$ cat src/rtl/ring_router_mc.sv
// rtl/ring_router_mc.sv - ring router: slide unit to/from neighbours with LOCAL, BYPASS and FORK modes
module ring_router_mc_fifo #(
    parameter int unsigned DataWidth = 64,
    parameter int unsigned Depth     = 2
) (
    input  logic                           clk_i,
    input  logic                           rst_ni,
    input  logic                           clr_i,
    input  logic                           push_i,
    input  logic [DataWidth-1:0]           data_i,
    input  logic                           pop_i,
    output logic [DataWidth-1:0]           data_o,
    output logic [$clog2(Depth+1)-1:0]     count_o
);
    localparam int unsigned PtrWidth = (Depth > 1) ? $clog2(Depth) : 1;
    localparam int unsigned CntWidth = $clog2(Depth + 1);

    logic [DataWidth-1:0] mem_q [Depth];
    logic [PtrWidth-1:0]  rd_ptr_q, wr_ptr_q;
    logic [CntWidth-1:0]  cnt_q;
    logic                 push, pop;

    function automatic logic [PtrWidth-1:0] next_ptr(input logic [PtrWidth-1:0] p);
        return (p == PtrWidth'(Depth - 1)) ? '0 : p + PtrWidth'(1);
    endfunction

    assign push    = push_i && (cnt_q != CntWidth'(Depth));
    assign pop     = pop_i && (cnt_q != '0);
    assign data_o  = mem_q[rd_ptr_q];
    assign count_o = cnt_q;

    always_ff @(posedge clk_i or negedge rst_ni) begin
        if (!rst_ni) begin
            rd_ptr_q <= '0;
            wr_ptr_q <= '0;
            cnt_q    <= '0;
        end else if (clr_i) begin
            rd_ptr_q <= '0;
            wr_ptr_q <= '0;
            cnt_q    <= '0;
        end else begin
            if (push) wr_ptr_q <= next_ptr(wr_ptr_q);
            if (pop)  rd_ptr_q <= next_ptr(rd_ptr_q);
            if (push && !pop)      cnt_q <= cnt_q + CntWidth'(1);
            else if (pop && !push) cnt_q <= cnt_q - CntWidth'(1);
        end
    end

    always_ff @(posedge clk_i) begin
        if (push) mem_q[wr_ptr_q] <= data_i;
    end
endmodule

module ring_router_mc #(
    parameter int unsigned DataWidth = 64,
    parameter int unsigned FifoDepth = 2,
    parameter int unsigned LenWidth  = 16
) (
    input  logic                 clk_i,
    input  logic                 rst_ni,
    input  logic                 conf_valid_i,
    output logic                 conf_ready_o,
    input  logic                 conf_dir_i,
    input  logic [1:0]           conf_mode_i,
    input  logic [LenWidth-1:0]  conf_len_i,
    input  logic                 flush_i,
    input  logic [DataWidth-1:0] sldu_i,
    input  logic                 sldu_valid_i,
    output logic                 sldu_ready_o,
    output logic [DataWidth-1:0] sldu_o,
    output logic                 sldu_valid_o,
    input  logic                 sldu_ready_i,
    input  logic [DataWidth-1:0] ring_left_i,
    input  logic                 ring_left_valid_i,
    output logic                 ring_left_ready_o,
    input  logic [DataWidth-1:0] ring_right_i,
    input  logic                 ring_right_valid_i,
    output logic                 ring_right_ready_o,
    output logic [DataWidth-1:0] ring_left_o,
    output logic                 ring_left_valid_o,
    input  logic                 ring_left_ready_i,
    output logic [DataWidth-1:0] ring_right_o,
    output logic                 ring_right_valid_o,
    input  logic                 ring_right_ready_i,
    output logic                 busy_o,
    output logic                 done_o
);
    typedef enum logic [1:0] {StIdle, StActive, StDrain} state_e;
    localparam logic [1:0]  ModeLocal = 2'd0;
    localparam logic [1:0]  ModeFork  = 2'd2;
    localparam int unsigned CntWidth  = $clog2(FifoDepth + 1);

    state_e               state_q, state_d;
    logic                 dir_q;
    logic [1:0]           mode_q;
    logic [LenWidth-1:0]  len_q, tx_cnt_q, rx_cnt_q;

    logic [DataWidth-1:0] in_l_data, in_r_data, out_l_data, out_r_data, up_data, dn_data;
    logic [CntWidth-1:0]  in_l_cnt, in_r_cnt, out_l_cnt, out_r_cnt, up_cnt;
    logic                 in_l_full, in_r_full, out_l_full, out_r_full;
    logic                 in_l_empty, in_r_empty, out_l_empty, out_r_empty;
    logic                 in_l_push, in_r_push, out_l_push, out_r_push;
    logic                 in_l_pop, in_r_pop, out_l_pop, out_r_pop;
    logic                 up_empty, dn_full, dn_empty, up_pop, dn_push;
    logic                 active, running, tx_open, rx_open, up_budget;
    logic                 tx_inc, rx_inc, cnt_done, cfg_load;

    assign in_l_full   = (in_l_cnt == CntWidth'(FifoDepth));
    assign in_r_full   = (in_r_cnt == CntWidth'(FifoDepth));
    assign out_l_full  = (out_l_cnt == CntWidth'(FifoDepth));
    assign out_r_full  = (out_r_cnt == CntWidth'(FifoDepth));
    assign in_l_empty  = (in_l_cnt == '0);
    assign in_r_empty  = (in_r_cnt == '0);
    assign out_l_empty = (out_l_cnt == '0);
    assign out_r_empty = (out_r_cnt == '0);

    always_comb begin
        up_data   = dir_q ? in_l_data  : in_r_data;
        up_cnt    = dir_q ? in_l_cnt   : in_r_cnt;
        up_empty  = dir_q ? in_l_empty : in_r_empty;
        dn_full   = dir_q ? out_r_full  : out_l_full;
        dn_empty  = dir_q ? out_r_empty : out_l_empty;
        active    = (state_q == StActive) && !flush_i;
        running   = (state_q != StIdle) && !flush_i;
        tx_open   = tx_cnt_q < len_q;
        rx_open   = rx_cnt_q < len_q;
        // Stop accepting ring beats once buffered plus delivered beats cover len.
        up_budget = ({1'b0, rx_cnt_q} + (LenWidth+1)'(up_cnt)) < {1'b0, len_q};

        sldu_ready_o = 1'b0;
        sldu_valid_o = 1'b0;
        up_pop       = 1'b0;
        dn_push      = 1'b0;
        dn_data      = up_data;
        tx_inc       = 1'b0;
        rx_inc       = 1'b0;
        case (mode_q)
            ModeLocal: begin
                sldu_ready_o = active && !dn_full && tx_open;
                dn_push      = sldu_valid_i && sldu_ready_o;
                dn_data      = sldu_i;
                tx_inc       = dn_push;
                sldu_valid_o = active && !up_empty && rx_open;
                up_pop       = sldu_valid_o && sldu_ready_i;
                rx_inc       = up_pop;
            end
            ModeFork: begin
                sldu_valid_o = active && !up_empty && !dn_full && rx_open;
                up_pop       = sldu_valid_o && sldu_ready_i;
                dn_push      = up_pop;
                rx_inc       = up_pop;
            end
            default: begin
                up_pop  = active && !up_empty && !dn_full && rx_open;
                dn_push = up_pop;
                rx_inc  = up_pop;
            end
        endcase

        ring_left_ready_o  = active && dir_q && !in_l_full && up_budget;
        ring_right_ready_o = active && !dir_q && !in_r_full && up_budget;
        ring_left_valid_o  = running && !dir_q && !out_l_empty;
        ring_right_valid_o = running && dir_q && !out_r_empty;
    end

    assign in_l_push  = ring_left_valid_i && ring_left_ready_o;
    assign in_r_push  = ring_right_valid_i && ring_right_ready_o;
    assign in_l_pop   = up_pop && dir_q;
    assign in_r_pop   = up_pop && !dir_q;
    assign out_l_push = dn_push && !dir_q;
    assign out_r_push = dn_push && dir_q;
    assign out_l_pop  = ring_left_valid_o && ring_left_ready_i;
    assign out_r_pop  = ring_right_valid_o && ring_right_ready_i;

    assign sldu_o       = sldu_valid_o ? up_data : '0;
    assign ring_left_o  = ring_left_valid_o ? out_l_data : '0;
    assign ring_right_o = ring_right_valid_o ? out_r_data : '0;

    ring_router_mc_fifo #(.DataWidth(DataWidth), .Depth(FifoDepth)) u_in_l (
        .clk_i, .rst_ni, .clr_i(flush_i), .push_i(in_l_push), .data_i(ring_left_i),
        .pop_i(in_l_pop), .data_o(in_l_data), .count_o(in_l_cnt));
    ring_router_mc_fifo #(.DataWidth(DataWidth), .Depth(FifoDepth)) u_in_r (
        .clk_i, .rst_ni, .clr_i(flush_i), .push_i(in_r_push), .data_i(ring_right_i),
        .pop_i(in_r_pop), .data_o(in_r_data), .count_o(in_r_cnt));
    ring_router_mc_fifo #(.DataWidth(DataWidth), .Depth(FifoDepth)) u_out_l (
        .clk_i, .rst_ni, .clr_i(flush_i), .push_i(out_l_push), .data_i(dn_data),
        .pop_i(out_l_pop), .data_o(out_l_data), .count_o(out_l_cnt));
    ring_router_mc_fifo #(.DataWidth(DataWidth), .Depth(FifoDepth)) u_out_r (
        .clk_i, .rst_ni, .clr_i(flush_i), .push_i(out_r_push), .data_i(dn_data),
        .pop_i(out_r_pop), .data_o(out_r_data), .count_o(out_r_cnt));

    always_comb begin
        state_d      = state_q;
        conf_ready_o = (state_q == StIdle);
        busy_o       = (state_q != StIdle);
        done_o       = 1'b0;
        cfg_load     = (state_q == StIdle) && conf_valid_i;
        cnt_done     = (rx_cnt_q == len_q) && ((mode_q != ModeLocal) || (tx_cnt_q == len_q));
        case (state_q)
            StIdle:   if (cfg_load) state_d = StActive;
            StActive: begin
                if (flush_i)       state_d = StIdle;
                else if (cnt_done) state_d = StDrain;
            end
            StDrain: begin
                if (flush_i) begin
                    state_d = StIdle;
                end else if (dn_empty) begin
                    state_d = StIdle;
                    done_o  = 1'b1;
                end
            end
            default: state_d = StIdle;
        endcase
    end

    always_ff @(posedge clk_i or negedge rst_ni) begin
        if (!rst_ni) begin
            state_q  <= StIdle;
            dir_q    <= 1'b0;
            mode_q   <= ModeLocal;
            len_q    <= '0;
            tx_cnt_q <= '0;
            rx_cnt_q <= '0;
        end else begin
            state_q <= state_d;
            if (cfg_load) begin
                dir_q    <= conf_dir_i;
                mode_q   <= conf_mode_i;
                len_q    <= conf_len_i;
                tx_cnt_q <= '0;
                rx_cnt_q <= '0;
            end else if (flush_i && (state_q != StIdle)) begin
                tx_cnt_q <= '0;
                rx_cnt_q <= '0;
            end else begin
                if (tx_inc) tx_cnt_q <= tx_cnt_q + LenWidth'(1);
                if (rx_inc) rx_cnt_q <= rx_cnt_q + LenWidth'(1);
            end
        end
    end
endmodule

$ cat config.mk
export PLATFORM = sky130hd
export DESIGN_NAME = ring_router_mc
export DESIGN_NICKNAME = d
export VERILOG_FILES = /design/src/rtl/ring_router_mc.sv
export SDC_FILE = /design/constraint.sdc
export NUM_CORES = 1
export LEC_CHECK = 0
export BUFFER_PORTS_ARGS = -buffer_cell sky130_fd_sc_hd__buf_2
export CAP_MARGIN = 10
export CORE_MARGIN = 1.5
export CORE_UTILIZATION = 35
export DETAILED_ROUTE_END_ITERATION = 8
export PLACE_DENSITY = 0.59
export SLEW_MARGIN = 0
export SYNTH_ARGS = -nofsm -noshare
export SYNTH_HDL_FRONTEND = slang
export SYNTH_HIERARCHICAL = 1
export SYNTH_SLANG_ARGS = --single-unit
export TNS_END_PERCENT = 5
$ cat constraint.sdc
create_clock -name clk_i -period 7.5 [get_ports clk_i]
set_input_delay 0.375 -clock clk_i [delete_from_list [all_inputs] [get_ports clk_i]]
set_output_delay 0.375 -clock clk_i [all_outputs]
set_load 0.01 [all_outputs]
# After elaboration in Yosys (flattened, before gate mapping)
# Memory sizes are Yosys's and may differ from the RTL's.
# Index checks and enable logic that the tools add are counted.
# W data, S select, Z words.
# totals
reg_bits	69
ramBits	512
inputBits	221
output_inout_bits	201
word_cells	225
mem_count	4
# mem_list
name	words	width	rd	rd_ports_with_merged_regs	write_ports	line_no	text
u_in_l.mem_q	2	64	1	0	1	18	logic [DataWidth-1:0] mem_q [Depth];
u_in_r.mem_q	2	64	1	0	1	18	
u_out_l.mem_q	2	64	1	0	1	18	
u_out_r.mem_q	2	64	1	0	1	18	
# classes
n_addsub	19
n_lt_le_gt_ge	3
n_eq_ne	16
n_mux	73
reduce_logical	92
# op_table
operator	count
$mux W64	5
$mux W16	6
$logic_and A1 B1 Y1	48
$mux W1	40
$mux W2	18
$add A16 B1 Y16 const B	2
$eq A16 B16 Y1	2
$lt A16 B16 Y1	2
$reduce_bool A2 Y1	14
$reduce_bool A3 Y1	6
$add A16 B2 Y17	1
$lt A17 B16 Y1	1
$logic_not A1 Y1	16
$eq A2 B2 Y1 const B	6
$logic_not A2 Y1	6
$add A1 B1 Y1 const B	8
$add A2 B1 Y2 const B	4
$ne A2 B2 Y1 const B	4
$sub A2 B1 Y2 const B	4
$ne A3 B3 Y1 const B	2
$pmux W1 S2	3
$pmux W2 S3	1
$reduce_and A3 Y1	1
$eq A2 B1 Y1 const B	1
2 further kinds	2

# Logic depth before layout (Yosys ltp)
# depth
word_depth	15
mapped_depth	20
depth_no_buf	17

# Hierarchy
# The synthesis kept the hierarchy.
# by_module_without_submodules
mod	instances	cells_per_inst	area_per_inst_um2	seq_area_each_um2
ring_router_mc_fifo	4	222	5046.1	3943.8
ring_router_mc	1	912	6560.0	1326.3

# Worst setup path before layout
# Ideal clock, no wire load.
# synth_timing
path_kind	register to register
from	register dir_q
to	memory u_in_r.mem_q[1][0], enable pin
arrival_time_ns	6.005
t_required_ns	7.071
setup_slack_ns	1.066
path_stages_with_launch	19
n_path_buf	3
period_less_slack_ns	6.434
cell_sequence	dfrtp_1 -> clkbuf_1 -> clkbuf_1 -> clkbuf_1 -> mux2_2 -> ha_1 -> fa_1 -> and3_1 -> nand4_1 -> nor2_1 -> xor2_1 -> ha_1 -> a21o_1 -> a21oi_1 -> nand3_1 -> a41oi_1 -> o21ai_0 -> nor4b_1 -> and3_1
# synth_via
elab_chain_cells	8
# synth_rtl
item	line_no	text
from (decl)	94	logic dir_q;
from (signal assigned)	228	dir_q <= conf_dir_i;
$mux W2 / $logic_not A1 Y1 (equally long branches)	119, 161	
$add A16 B2 Y17 / $logic_and A1 B1 Y1 (equally long branches)	128, 161	
$lt A17 B16 Y1 / $logic_and A1 B1 Y1 (equally long branches)	128, 161	
$logic_and A1 B1 Y1 *	161	ring_right_ready_o = active && !dir_q && !in_r_full && up_budget;
$logic_and A1 B1 Y1 *	167	assign in_r_push = ring_right_valid_i && ring_right_ready_o;
net in_r_push	102	logic in_l_push, in_r_push, out_l_push, out_r_push;
$logic_and A1 B1 Y1 *	27	assign push = push_i && (cnt_q != CntWidth'(Depth));
$mux W1 *	50	if (push) mem_q[wr_ptr_q] <= data_i;
$mux W1 (implied by the code) *	50	
to (decl)	18	
# Mark *: on every way through the listed nets, which the timed path passes. The rest lies on a longest branch.

# Worst setup path after layout
# layout_timing
from	register dir_q
to	memory u_in_l.mem_q[1][18], enable pin
# layout_via
elab_chain_cells	8
# layout_rtl
item	line_no	text
$mux W2	119	up_cnt = dir_q ? in_l_cnt : in_r_cnt;
$add A16 B2 Y17	128	up_budget = ({1'b0, rx_cnt_q} + (LenWidth+1)'(up_cnt)) < {1'b0, len_q};
$lt A17 B16 Y1	128	
$logic_and A1 B1 Y1 *	160	ring_left_ready_o = active && dir_q && !in_l_full && up_budget;
$logic_and A1 B1 Y1 *	166	assign in_l_push = ring_left_valid_i && ring_left_ready_o;
net in_l_push	102	
$logic_and A1 B1 Y1 *	27	
$mux W1 *	50	
$mux W1 (implied by the code) *	50	
to (decl)	18	
# Marks and branches as above.

==> out/results.ini <==
[die]
core_area_um2=75800
die_width_um=279
die_h_um=279
ios=422
start_util=0.353
dieArea_um2=78100
num_rows=101

[logic_synthesis]
synth.largest_area_cell=edfxtp_1
async_reset_ff_frac=0.119
yosysWarnings=6
synthTopCellsByArea=edfxtp_1 (57%), mux2_4 (11%), dfrtp_1 (6.5%), and2_1 (3.1%), mux2i_1 (2.7%)
netlist.area_leader.share=0.575
synth.distinct_cells=62
synth_edf_count=512
ys.flop_type=edfxtp_1
netlist_instances=1800
ys_seq_area_frac=0.639
synth_area_um2=26700
ys_ff_latch=581
synth_nets=2073
synth_area_per_cell_um2=14.9

[sta]
fin_skew_ps=31.8
fmax_mhz=166
maxSlewViolCount=0
finalSetupTns_ps=0
layout_min_cycle_time_ps=6020
setup_viol=0
period_share=0.803
slew_headroom=0.242
setup_ws_ps=1480
rsz0062_at_grt=false
hold_violations=0
worstMarginPinSlew_ps=1140

[power_and_ir_drop]
p_clk_frac=0.388
internal_power_mw=5.73
switching_share=0.250
vdd_drop_max_uv=192
power_density_nw_per_um2=230
p_leak_nw=13.2
switching_power_mw=1.91
pwr-share-comb=0.116
power_frac_seq=0.496

[global_route]
grt.busiest_layer=met2
grt_use_met2=0.322
globalRouteMet3Util=0.0359
track_usage=0.187
grt_max_degree=71
grt_overflow=0
grt_pass1_vias=17500
grt_pass1_wl_um=109000
antenna_found_initial=16
use_met1=0.237

[setup_path]
required_ps=7740
end_kind=flip-flop
cp-start-kind=flip-flop
cp_max_fo=64
worst_ep_arrival_time_ps=6260
crit_type=flip-flop to flip-flop

[finish]
drive_gt1_frac=0.343
fillers=6882
area_growth_syn_to_layout_pct=24.2
final_common_cell=edfxtp_1
nets=2630
layout_common_cells=edfxtp_1 (512), buf_2 (421), mux2_4 (200)

[detailed_routing]
via_per_inst=4.99
drc=0
drt-wirelength-per-cell_um=21.9
drt_wl_total_um=74300
ant_nets=0
drt-pass1-iter-count=5
via_count=16900
drtIter0Drc=1103

[placement]
gp_congestion=0.834
hpwl_um=49800
port_buffers=421
pre_cts_ws_ps=1450

[clock_network]
cts_root_buf=clkbuf_16
clock-sinks=581
clkLatencyLatePin_ps=640
cts_tree=done
cts_resized=0
cts_made_buffers=61
path_clk_slew_ps=60
cts.htree.levels=2
clockBufferDepth=3

[flow_run]
max_cap_viol_count=0

[hold_path]
hold_path.class=input port to flip-flop

[status]
outcome=completed

[registers in the layout (all words and copies together), names as in the netlist, 16 cells and up]
name           cells
tx_cnt_q          16
u_in_r/mem_q     128
u_out_l/mem_q    128
rx_cnt_q          16
u_in_l/mem_q     128
len_q             16
u_out_r/mem_q    128
[final timing paths]
| check | cells past startpoint | slack [ps] | endpoint | startpoint |
|---|---|---|---|---|
| hold reg to reg | 2 | 570 | mode_q[1] | mode_q[1] |
| setup / recovery | 15 | 1480 | u_in_l/mem_q[1][18] | dir_q |
| setup reg to reg | 15 | 1480 | u_in_l/mem_q[1][18] | dir_q |
| max in group asynchronous | 3 | 6270 | u_in_r/rd_ptr_q | rst_ni |
| hold / removal | 3 | 70 | mode_q[0] | conf_mode_i[0] |
| min in group asynchronous | 3 | 490 | len_q[8] | rst_ni |
[stage by stage]
step	total power, mW	hold WS (ps)	cell area [µm²]	utilization	instances
after global placement	4.65	535	29700	0.392	3125
after global routing	7.94	81.1	33200	0.438	3392
after floorplan	4.33	79.4	26700	-	1800
after CTS	7.73	32.2	33200	0.438	3387
after detailed placement	4.68	539	29700	0.392	3125
final	7.64	69.7	33200	0.438	3393
[synth_stat cells, types with 2 or more instances]
library cell and n:
xnor2_1 9, nor3b_1 6, a31o_2 4, mux2_2 60, inv_1 29, o211ai_1 3, nor3_1 17, nor4_1 3
or3_1 3, o31ai_1 6, buf_1 14, clkbuf_1 50, mux2i_1 71, o21ai_0 33, o311ai_0 2, nor2_1 154
ha_1 51, or2_1 5, and4_1 3, o21a_1 4, a21oi_1 108, nor4b_1 2, nand2b_1 11, edfxtp_1 512
nand2_1 60, nand4_1 13, mux2_4 200, and2_1 134, and3_1 20, buf_6 25, a211oi_1 4, or4_1 6
nor2b_1 5, nand3_1 29, dfrtp_1 69, or2_2 2, nand3b_1 10, a21o_1 13, buf_2 5, xor2_1 10
a211o_1 9, o21ba_2 2, a21bo_2 4, a41oi_1 2
[per-layer routing]
metal | up-vias | share of wire
met4 | 16 | 0.029
met1 | 8483 | 0.42
li1 | 7809 | -
met5 | - | 0.0014
met2 | 486 | 0.50
met3 | 135 | 0.053
[cell type report]
class	count	area, µm²	share of cell area
sequential	581	17100	0.515
multi-input combinational	1096	9020	0.272
timing repair buffer	588	3740	0.113
clock buffer	75	1610	0.0485
tap	978	1220	0.0368
clock inverter	40	369	0.0111
inverter	29	114	0.00343
antenna	6	15.0	0.000452
[worst max-delay path, stage by stage, from the launching register on]
cell,delay (ps)
dfrtp_4,930
mux2_2,420
ha_1,210
fa_1,410
and3_1,220
nand4_1,260
nor2_1,100
xor2_1,150
ha_1,190
a21o_1,150
a21oi_1,190
nand3_1,110
a41oi_1,170
o21ai_0,290
nor3_1,720
and3_4,1060
[cell families after synthesis]
group	after synthesis	synth area share
adder cells (fa/ha/maj)	52	0.0246
flip-flops	581	0.639
buffers and inverters	123	0.0245
AND/OR/NAND/NOR	489	0.0947
AO/OA/AOI/OAI	205	0.0464
multiplexers	331	0.164
XOR/XNOR	19	0.00622
[power groups by stage]
stage / logic, mW / registers [mW] / clock network (mW)
floorplan: 0.510 / 3.82 / 0
CTS: 0.893 / 3.79 / 3.05
finish: 0.883 / 3.79 / 2.97
detailed placement: 0.824 / 3.86 / 0
global route: 0.971 / 3.80 / 3.18
global placement: 0.804 / 3.85 / 0
[what timing repair did]
item,CTS,global route
endpoints found under the hold margin,309,0
hold buffers,147,0
setup buffers,0,0
(Power assumes the default switching activity.)
